===== src/rtl/par_link_pkg.sv =====
// Shared definitions for the serial parity link (transmitter and checker side).
// Holds the frame state encoding, parity-sense constants and the default word width.
// No logic; types and constants only.
package par_link_pkg;

  typedef enum logic [1:0] {
    IDLE = 2'd0,
    DATA = 2'd1,
    PAR  = 2'd2
  } tx_state_t;

  localparam logic PAR_ODD   = 1'b1;
  localparam logic PAR_EVEN  = 1'b0;
  localparam int   PAR_W_DEF = 8;

endpackage


===== src/rtl/par_ser_tx.sv =====
// Serial parity transmitter: W data bits, one per clock, followed by one parity bit.
// Latency: first data bit on ser_out one cycle after the accept edge; frame is W+1 cycles.
// Backpressure: din_ready only in IDLE or on the parity cycle, so frames can run back to back.
module par_ser_tx
  import par_link_pkg::*;
#(
  parameter int   W         = PAR_W_DEF,
  parameter logic ODD       = PAR_ODD,
  parameter logic MSB_FIRST = 1'b0
) (
  input  logic         clk,
  input  logic         rst,
  input  logic [W-1:0] din,
  input  logic         din_valid,
  output logic         din_ready,
  output logic         ser_out,
  output logic         ser_valid,
  output logic         par_bit
);

  localparam int            CW       = $clog2(W);
  localparam logic [CW-1:0] CNT_LAST = CW'(W - 1);

  tx_state_t     state_q, state_d;
  logic [CW-1:0] cnt_q, cnt_d;
  logic [W-1:0]  sh_q, sh_d;
  logic          par_q, par_d;
  logic          ser_out_q, ser_out_d;
  logic          ser_valid_q, ser_valid_d;
  logic          par_bit_q, par_bit_d;
  logic          accept;

  // A word may enter only when no data bits are in flight; reset blocks acceptance.
  assign din_ready = ((state_q == IDLE) || (state_q == PAR)) && !rst;
  assign accept    = din_valid && din_ready;

  assign ser_out   = ser_out_q;
  assign ser_valid = ser_valid_q;
  assign par_bit   = par_bit_q;

  // Next-state and registered-output logic. The shift register holds the bits
  // still to be sent: the current bit is already in ser_out_q, so on load the
  // word is stored pre-shifted by one position.
  always_comb begin
    state_d     = state_q;
    cnt_d       = cnt_q;
    sh_d        = sh_q;
    par_d       = par_q;
    ser_out_d   = 1'b0;
    ser_valid_d = 1'b0;
    par_bit_d   = 1'b0;

    case (state_q)
      IDLE, PAR: begin
        if (accept) begin
          state_d     = DATA;
          cnt_d       = '0;
          ser_valid_d = 1'b1;
          par_d       = ODD ? ~^din : ^din;
          if (MSB_FIRST) begin
            ser_out_d = din[W-1];
            sh_d      = din << 1;
          end else begin
            ser_out_d = din[0];
            sh_d      = din >> 1;
          end
        end else begin
          state_d = IDLE;
        end
      end

      DATA: begin
        ser_valid_d = 1'b1;
        if (cnt_q == CNT_LAST) begin
          state_d   = PAR;
          ser_out_d = par_q;
          par_bit_d = 1'b1;
        end else begin
          cnt_d = cnt_q + 1'b1;
          if (MSB_FIRST) begin
            ser_out_d = sh_q[W-1];
            sh_d      = sh_q << 1;
          end else begin
            ser_out_d = sh_q[0];
            sh_d      = sh_q >> 1;
          end
        end
      end

      default: begin
        state_d = IDLE;
      end
    endcase
  end

  // State and datapath registers; reset aborts any frame in progress.
  always_ff @(posedge clk) begin
    if (rst) begin
      state_q     <= IDLE;
      cnt_q       <= '0;
      sh_q        <= '0;
      par_q       <= 1'b0;
      ser_out_q   <= 1'b0;
      ser_valid_q <= 1'b0;
      par_bit_q   <= 1'b0;
    end else begin
      state_q     <= state_d;
      cnt_q       <= cnt_d;
      sh_q        <= sh_d;
      par_q       <= par_d;
      ser_out_q   <= ser_out_d;
      ser_valid_q <= ser_valid_d;
      par_bit_q   <= par_bit_d;
    end
  end

endmodule


===== config.mk =====
export PLATFORM = sky130hd
export DESIGN_NAME = par_ser_tx
export DESIGN_NICKNAME = d
export VERILOG_FILES = /design/src/rtl/par_link_pkg.sv /design/src/rtl/par_ser_tx.sv
export SDC_FILE = /design/constraint.sdc
export NUM_CORES = 1
export LEC_CHECK = 0
export CAP_MARGIN = 10
export CORE_MARGIN = 2
export CORE_UTILIZATION = 52
export CTS_BUF_LIST = sky130_fd_sc_hd__clkbuf_8
export DETAILED_ROUTE_END_ITERATION = 6
export HOLD_SLACK_MARGIN = 0.15
export PLACE_DENSITY_LB_ADDON = 0.2
export SKIP_CTS_REPAIR_TIMING = 1
export SYNTH_ARGS = -nofsm -noshare
export SYNTH_HDL_FRONTEND = slang
export SYNTH_SLANG_ARGS = --single-unit

===== constraint.sdc =====
create_clock -name clk -period 1.8 [get_ports clk]
set_clock_uncertainty 0.2 [all_clocks]
set_input_delay 0.36 -clock clk [delete_from_list [all_inputs] [get_ports clk]]
set_output_delay 0.36 -clock clk [all_outputs]
set_load 0.01 [all_outputs]

---- After elaboration in Yosys (flattened, before gate mapping) ----
Cells that the tools add are included.
cells by class
  mux-type cells .......................... 15
  equality and inequality tests ........... 6
  reductions and logical operators ........ 11
  add/sub/neg operators ................... 1
  bitwise gates (word level) .............. 1
operators with widths
  operator                                              count
  2-to-1 mux 8 bit                                      2
  one-hot mux 8 bit (2 select lines)                    1
  XNOR reduction 8 bit                                  1
  2-to-1 mux 3 bit                                      2
  != test 2 bit (second input constant)                 3
  one-hot mux 3 bit (2 select lines)                    1
  2-to-1 mux 1 bit                                      5
  one-hot mux 1 bit (2 select lines)                    2
  one-hot mux 2 bit (2 select lines)                    1
  OR reduction 2 bit                                    2
  adder 3 x 1 -> 3 bit (second input constant)          1
  equality test 3 bit (second input constant)           1
  AND reduction 3 bit                                   1
  equality test 2 x 1 -> 1 bit (second input constant)  1
  equality test 2 bit (second input constant)           1
  logical AND 1 bit                                     2
  zero test 2 bit                                       1
  2-to-1 mux 2 bit                                      1
  AND reduction 2 bit                                   1
  nonzero test 2 bit                                    1
  zero test 1 bit                                       1
  logical OR 1 bit                                      1
  inverter 1 bit                                        1
word-level totals
  bits in registers ....................... 17
  output and inout bits ................... 4
  word-level logic and storage cells ...... 41
  input bits .............................. 11

---- Depth between registers and ports, before layout ----
Gate-level depths: netlist (run 1).
  depth in word-level cells ............... 6
  depth in mapped cells ................... 6
  depth with buffers taken out ............ 6

---- Least setup slack after synthesis (run 1) ----
No wires, ideal clock.
  kind .................................... register -> register
  start point ............................. reg cnt_q[0]
  end point ............................... reg sh_q[6]
  clock period less this slack ............ 1.619 ns
  data required time ...................... 1.470 ns
  data arrival time ....................... 1.289 ns
  cell stages (with the launch flop) ...... 7
  library setup time ...................... 0.130 ns
  setup slack ............................. 0.181 ns
  path buffers ............................ 0
  path through ............................ dfxtp_1 -> ha_1 -> ha_1 -> nor3b_2 -> nor2_1 -> a22oi_1 -> nor2_1
between the ends
  longest elaborated chain between the ends .. 3
RTL lines
  element                        RTL line           source
  start: declaration             par_ser_tx.sv:25   logic [CW-1:0] cnt_q, cnt_d;
  start signal: assignment       par_ser_tx.sv:108  cnt_q <= cnt_d;
  equality test 3 bit            par_ser_tx.sv:74   if (cnt_q == CNT_LAST) begin
  != test 2 bit (no line)        --
  AND reduction 3 bit (no line)  --
  end signal: assignment         par_ser_tx.sv:101  sh_q <= '0;
  end signal: assignment         par_ser_tx.sv:109  sh_q <= sh_d;
  end: declaration               par_ser_tx.sv:26   logic [W-1:0] sh_q, sh_d;
No other way between the ends.
A chain may end at the register's enable or synchronous reset.

---- Worst setup path after layout (run 1) ----
  start point ............................. reg cnt_q[0]
  end point ............................... reg sh_q[2]
The elaborated chain is that of the path after synthesis.

==> out/summary.txt, run 1 <==
synth top area cells: dfxtp_1 40%, a211oi_2 9.5%, mux2i_1 8.8%, xnor2_1 6.6%, nor2_1 4.3%
Post-DRT Antenna Nets: 0
largest net degree at the start of global routing: 18
Die ar.: 1850 um2
Root Buffer: clkbuf_8
Longest Clk Path Bufs: 2
Max-Cap Viols: 0
syn_nets: 88
Final min period: 1.73 ns
Top FF cell, synth: dfxtp_1
Chip Width: 43.0 um
CTS tree: yes
crit path cell chain: ha_1, ha_1, o21ai_4, buf_4, nor2_2, a211oi_2
DRC violations left: 0
Post-Syn Area: 792 um2
vias in the first global route: 589
Die Span Y: 43.0 um
Setup crit end kind: flip-flop
antenna diode count: 0
Async S/R FF share, synth: 0%
first-pass GRT wire length: 2440 um
P_leak: 0.424 nW
Area growth, synth to finish: 30.3%
Worst Tran Pin Value: 0.276 ns
Setup-failing EPs final: 0
sequential area share after synthesis: 40.4%
Finished Cell Area: 1030 um2
Reg power frac: 43.9%
#FFs+latches synth: 16
antenna violations before repair: 0
Vias: 589
WP data required: 1.77 ns
Placer Congestion: 0.726
Final nets: 108
arrival time worst endpoint: 1.71 ns
RSZ-0062 raised after global routing: no
cell family contributing the most delay on the critical path: adder cells
Post-synth EDFFs: 0
CTS clk-pin slew, worst paths: 0.06 ns
area leader, netlist: dfxtp_1
period utilization: 96.3%
cell count after synthesis: 75
global route total overflow: 0
status: finished clean
most instantiated library cell after synthesis: dfxtp_1
CP most frequent cell: ha_1
power share of the clock group: 34.8%
share of cells above drive strength 1: 24.5%
Syn Area/Cell: 10.6 um2
Sw Share: 24.9%
Initial DRT Pass Iterations: 3
final hold viol count: 0
synth unique cells: 23
Worst path slowest cell: dfxtp_1
boundary pin count: 15
utilization after layout: 70.2%
Max Clock Freq: 577 MHz
Core ar.: 1470 um2
DP Area: 947 um2
WL/cell: 13.2 um
Skew-Pair Late Insertion Delay: 0.25 ns
P_int: 682 uW
Warnings, synthesis: 0
Port Buf Inserts: 14
CP max FO: 5
count of pins over their slew limit: 0
Initial Util: 53.8%
post-route non-filler standard cell count: 110
hold crit path type: reg -> reg
placed cell count: 104
Detailed Route WL: 1450 um
Net Switching: 227 uW
gr usage total: 18.1%
Cell Rows: 14
WHS: 0.304 ns
Synth top cells by count: 16 x dfxtp_1, 9 x nor2_1, 7 x mux2i_1, 6 x a211oi_2, 6 x xnor2_1
routed vias/inst: 5.35
Max VDD drop: 569 uV
WS Path Type: reg -> reg
TritonCTS Sinks: 16
Detailed Place HPWL: 1040 um
Rel. slew slack: 81.6%
CP max stage delay: 0.33 ns
Critical path buffers and inverters: 1
Comb power frac: 21.3%
power per cell area: 880 nW/um2
H-tree level count: 1
top-area cell type share of the netlist area: 40.4%
clock buffer count from CTS: 3
initial drt markers: 7
Setup crit start kind: flip-flop
per-layer routing:
layer / up-vias / GRT usage, % / share of wire (%)
met3: 4 / 3.83 / 3.5
li1: 299 / - / -
met2: 9 / 30.9 / 54
met5: - / 0 / 0
met1: 277 / 20.3 / 41
met4: 0 / 10.9 / 1.4
per-stage QoR:
step	worst slack (ns)	total power [mW]	setup TNS [ns]
2_1_floorplan	0.181	0.535	0
3_3_place_gp	-0.226	0.582	-0.226
3_5_place_dp	-0.217	0.587	-0.253
4_1_cts	-0.217	0.902	-0.327
5_1_grt	0.00269	0.952	0
6_report	0.0673	0.908	0
path summary, 6_finish.rpt:
kind	from	endpoint	slack [ns]	depth (start not counted)
worst max-delay path	cnt_q[0]$_SDFFE_PP0P_	sh_q[2]$_SDFFE_PP0P_	0.07	6
worst min-delay path	cnt_q[1]$_SDFFE_PP0P_	cnt_q[1]$_SDFFE_PP0P_	0.30	2
worst max register to register	cnt_q[0]$_SDFFE_PP0P_	sh_q[2]$_SDFFE_PP0P_	0.07	6
worst min register to register	cnt_q[1]$_SDFFE_PP0P_	cnt_q[1]$_SDFFE_PP0P_	0.30	2
worst min-delay path, delay by kind of cell, from the launching register on:
kind	cells	cell delay, ns
and+or+nand+nor	1	0.08
AOI/OAI and AO/OA	1	0.06
DFF	1	0.32
state kept, by name, summed over array words and instances (netlist names):
signal and count:
sh_q 7, ser_valid 1, state_q 2, par_bit 1
par_q 1, cnt_q 3, ser_out 1
kinds of logic after synthesis:
logic type / Yosys count / synth area share [%]
xor gates and xnor gates: 7 / 7.74
muxes: 7 / 8.85
adders and majority gates: 2 / 3.16
DFF: 16 / 40.4
and+or+nand+nor: 25 / 19.7
AOI/OAI and AO/OA: 14 / 16.6
buffers and inverters: 4 / 3.47
power by group through the flow:
stage	combinational [mW]	clock, mW	sequential (mW)
3_3_place_gp	0.177	0	0.405
3_5_place_dp	0.181	0	0.406
4_1_cts	0.181	0.322	0.399
6_report	0.194	0.316	0.399
2_1_floorplan	0.130	0	0.405
5_1_grt	0.211	0.339	0.402
cells in the final DEF, fill, tap and decap left out, drive strengths merged:
cell / instances
a211oi: 6
a21oi: 5
a22oi: 1
and2b: 1
buf: 5
clkbuf: 4
clkdlybuf4s50: 13
dfxtp: 16
dlymetal6s2s: 1
ha: 2
mux2i: 7
nand2: 2
nand2b: 2
nand3b: 3
nor2: 13
nor3: 1
nor3b: 3
o21ai: 1
o31ai: 1
xnor2: 6
xor2: 1
cell type report:
| type | count | area (um2) |
|---|---|---|
| Tap cell | 16 | 20.0 |
| Fill cell | 123 | 439 |
| Multi-Input combinational cell | 55 | 444 |
| Timing Repair Buffer | 19 | 193 |
| Sequential cell | 16 | 320 |
| Clock buffer | 4 | 55.1 |
(Power assumes the default switching activity.)
==> run 2, diff against run 1 <==
--- a/config.mk
+++ b/config.mk
@@ -6,7 +6,7 @@
 export NUM_CORES = 1
 export LEC_CHECK = 0
 export CAP_MARGIN = 10
-export CORE_MARGIN = 2
+export CORE_MARGIN = 3
 export CORE_UTILIZATION = 52
 export CTS_BUF_LIST = sky130_fd_sc_hd__clkbuf_8
 export DETAILED_ROUTE_END_ITERATION = 6
==> run 2 against run 1 <==
Global-route usage decreased by 1.6 points. Power increased by 0.76%. Combinational power increased by 2%. Maximum frequency increased by 4.7%. Setup slack improved by 0.078 ns. Critical path type unchanged. Critical endpoint is now ser_out$_SDFF_PP0_. Highest routed layer unchanged.
==> out/summary.txt, run 2 (synthesis gave the netlist of run 1 again) <==
Port Buf Inserts: 14 (unchanged)
WP data required: 1.74 ns (-0.03 ns)
share of cells above drive strength 1: 25.3% (+0.80 points)
Finished Cell Area: 1040 um2 (+0.61%)
antenna violations before repair: 0 (unchanged)
H-tree level count: 1 (unchanged)
Initial Util: 58.0% (+4.1 points)
antenna diode count: 0 (unchanged)
TritonCTS Sinks: 16 (unchanged)
WHS Path Cells: 2 (unchanged)
Longest Clk Path Bufs: 2 (unchanged)
Max Clock Freq: 604 MHz (+4.7%)
Setup crit start kind: flip-flop
Max Used Layer: met4
boundary pin count: 15 (unchanged)
final hold viol count: 0 (unchanged)
gr usage total: 16.4% (-1.6 points)
Initial DRT Pass Iterations: 2 (-1)
Vias: 585 (-0.68%)
DRC violations left: 0 (unchanged)
routed vias/inst: 5.32 (-0.68%)
CP max FO: 4 (-1)
global route total overflow: 0 (unchanged)
Core ar.: 1370 um2 (-7.1%)
hold crit path type: reg -> reg
WL/cell: 13.1 um (-0.90%)
Placer Congestion: 0.726 (about the same)
Setup crit end kind: flip-flop
RSZ-0062 raised after global routing: no
Max VDD drop: 559 uV (-1.8%)
P_leak: 0.429 nW (+1.1%)
Max-Cap Viols: 0 (unchanged)
Worst Tran Pin Value: 0.273 ns (-0.00352 ns)
Detailed Place HPWL: 982 um (-5.3%)
vias in the first global route: 516 (-12%)
Skew-Pair Late Insertion Delay: 0.25 ns (about the same)
reg2reg path depth: 7 (+1)
CTS tree: yes
utilization after layout: 76.0% (+5.9 points)
Root Buffer: clkbuf_8
WS Path Type: reg -> reg
Detailed Route WL: 1440 um (-0.90%)
initial drt markers: 3 (-4)
Fin Setup TNS: 0 ns (unchanged)
Setup-failing EPs final: 0 (unchanged)
clock buffer count from CTS: 3 (unchanged)
multi-input logic area: 444 um2 (unchanged)
Die ar.: 2030 um2 (+9.5%)
first-pass GRT wire length: 2330 um (-4.8%)
largest net degree at the start of global routing: 18 (unchanged)
DP Area: 946 um2 (-0.13%)
DP Worst Slack: -0.204 ns (+0.0130 ns)
register area: 320 um2 (unchanged)
most common cell after layout, fill and taps aside: dfxtp_1
Final min period: 1.65 ns (-0.0784 ns)
Largest regs: sh_q (7), cnt_q (3), state_q (2)
Die Span Y: 45.0 um (+4.6%)
WL met2: 638 um (-18%)
Largest Register: sh_q
count of pins over their slew limit: 0 (unchanged)
power per cell area: 881 nW/um2 (+0.16%)
Post-DRT Antenna Nets: 0 (unchanged)
status: finished clean
met3 WL: 62 um (+24%)
arrival time worst endpoint: 1.60 ns (-0.11 ns)
Met1 Wirelength: 696 um (+16%)
Cell Rows: 13 (-1)
max FFs per register: 7 (unchanged)
most frequent cells in the layout: 16 x dfxtp_1, 13 x clkdlybuf4s50_1, 9 x nor2_1
Filler Cell Count: 99 (-20%)
Rel. slew slack: 81.7% (+0.10 points)
Area growth, synth to finish: 31.1%
final setup margin: 0.146 ns (+0.0784 ns)
FF-to-FF setup slack: 0.15 ns (+0.08 ns)
CTS clk-pin slew, worst paths: 0.07 ns (about the same)
Final nets: 109 (+0.93%)
period utilization: 91.9% (-4.4 points)
Chip Width: 45.0 um (+4.6%)
## run 2: layout make-up
type,instances,area share (%)
well taps,15,1.81
multi-input cells,55,42.8
flip-flops and latches,16,30.8
repair buffers,20,19.3
clock buffers,4,5.30
## run 2: power breakdown
part / total (mW) / switching, mW / internal, mW
combinational: 0.198 / 0.0898 / 0.109
clock: 0.319 / 0.124 / 0.194
sequential: 0.398 / 0.0165 / 0.382
## run 2: per-stage QoR
stage | instances | power, mW | hold slack [ns]
2_1_floorplan | 75 | 0.535 | 0.259
3_3_place_gp | 103 | 0.581 | 0.275
3_5_place_dp | 103 | 0.586 | 0.287
4_1_cts | 107 | 0.899 | 0.299
5_1_grt | 110 | 0.952 | 0.323
6_report | 110 | 0.915 | 0.291
## run 2: final timing paths
kind / from / endpoint
setup / recovery: cnt_q[0]$_SDFFE_PP0P_ / ser_out$_SDFF_PP0_
hold / removal: par_q$_SDFFE_PP0P_ / par_q$_SDFFE_PP0P_
setup reg to reg: cnt_q[0]$_SDFFE_PP0P_ / ser_out$_SDFF_PP0_
hold reg to reg: par_q$_SDFFE_PP0P_ / par_q$_SDFFE_PP0P_
## run 2: critical path, cell delays in order (launching register included)
cell and delay [ns]:
dfxtp_1 0.36, ha_1 0.16, ha_1 0.25, buf_4 0.17, mux2i_1 0.18, nor2_1 0.06, a21oi_1 0.12, nor2_1 0.05
## run 2: per-layer routing
layer	vias up	global-route usage, %
li1	302	-
met1	265	20.2
met2	13	24.6
met3	5	3.98
met4	0	12.3
met5	-	0
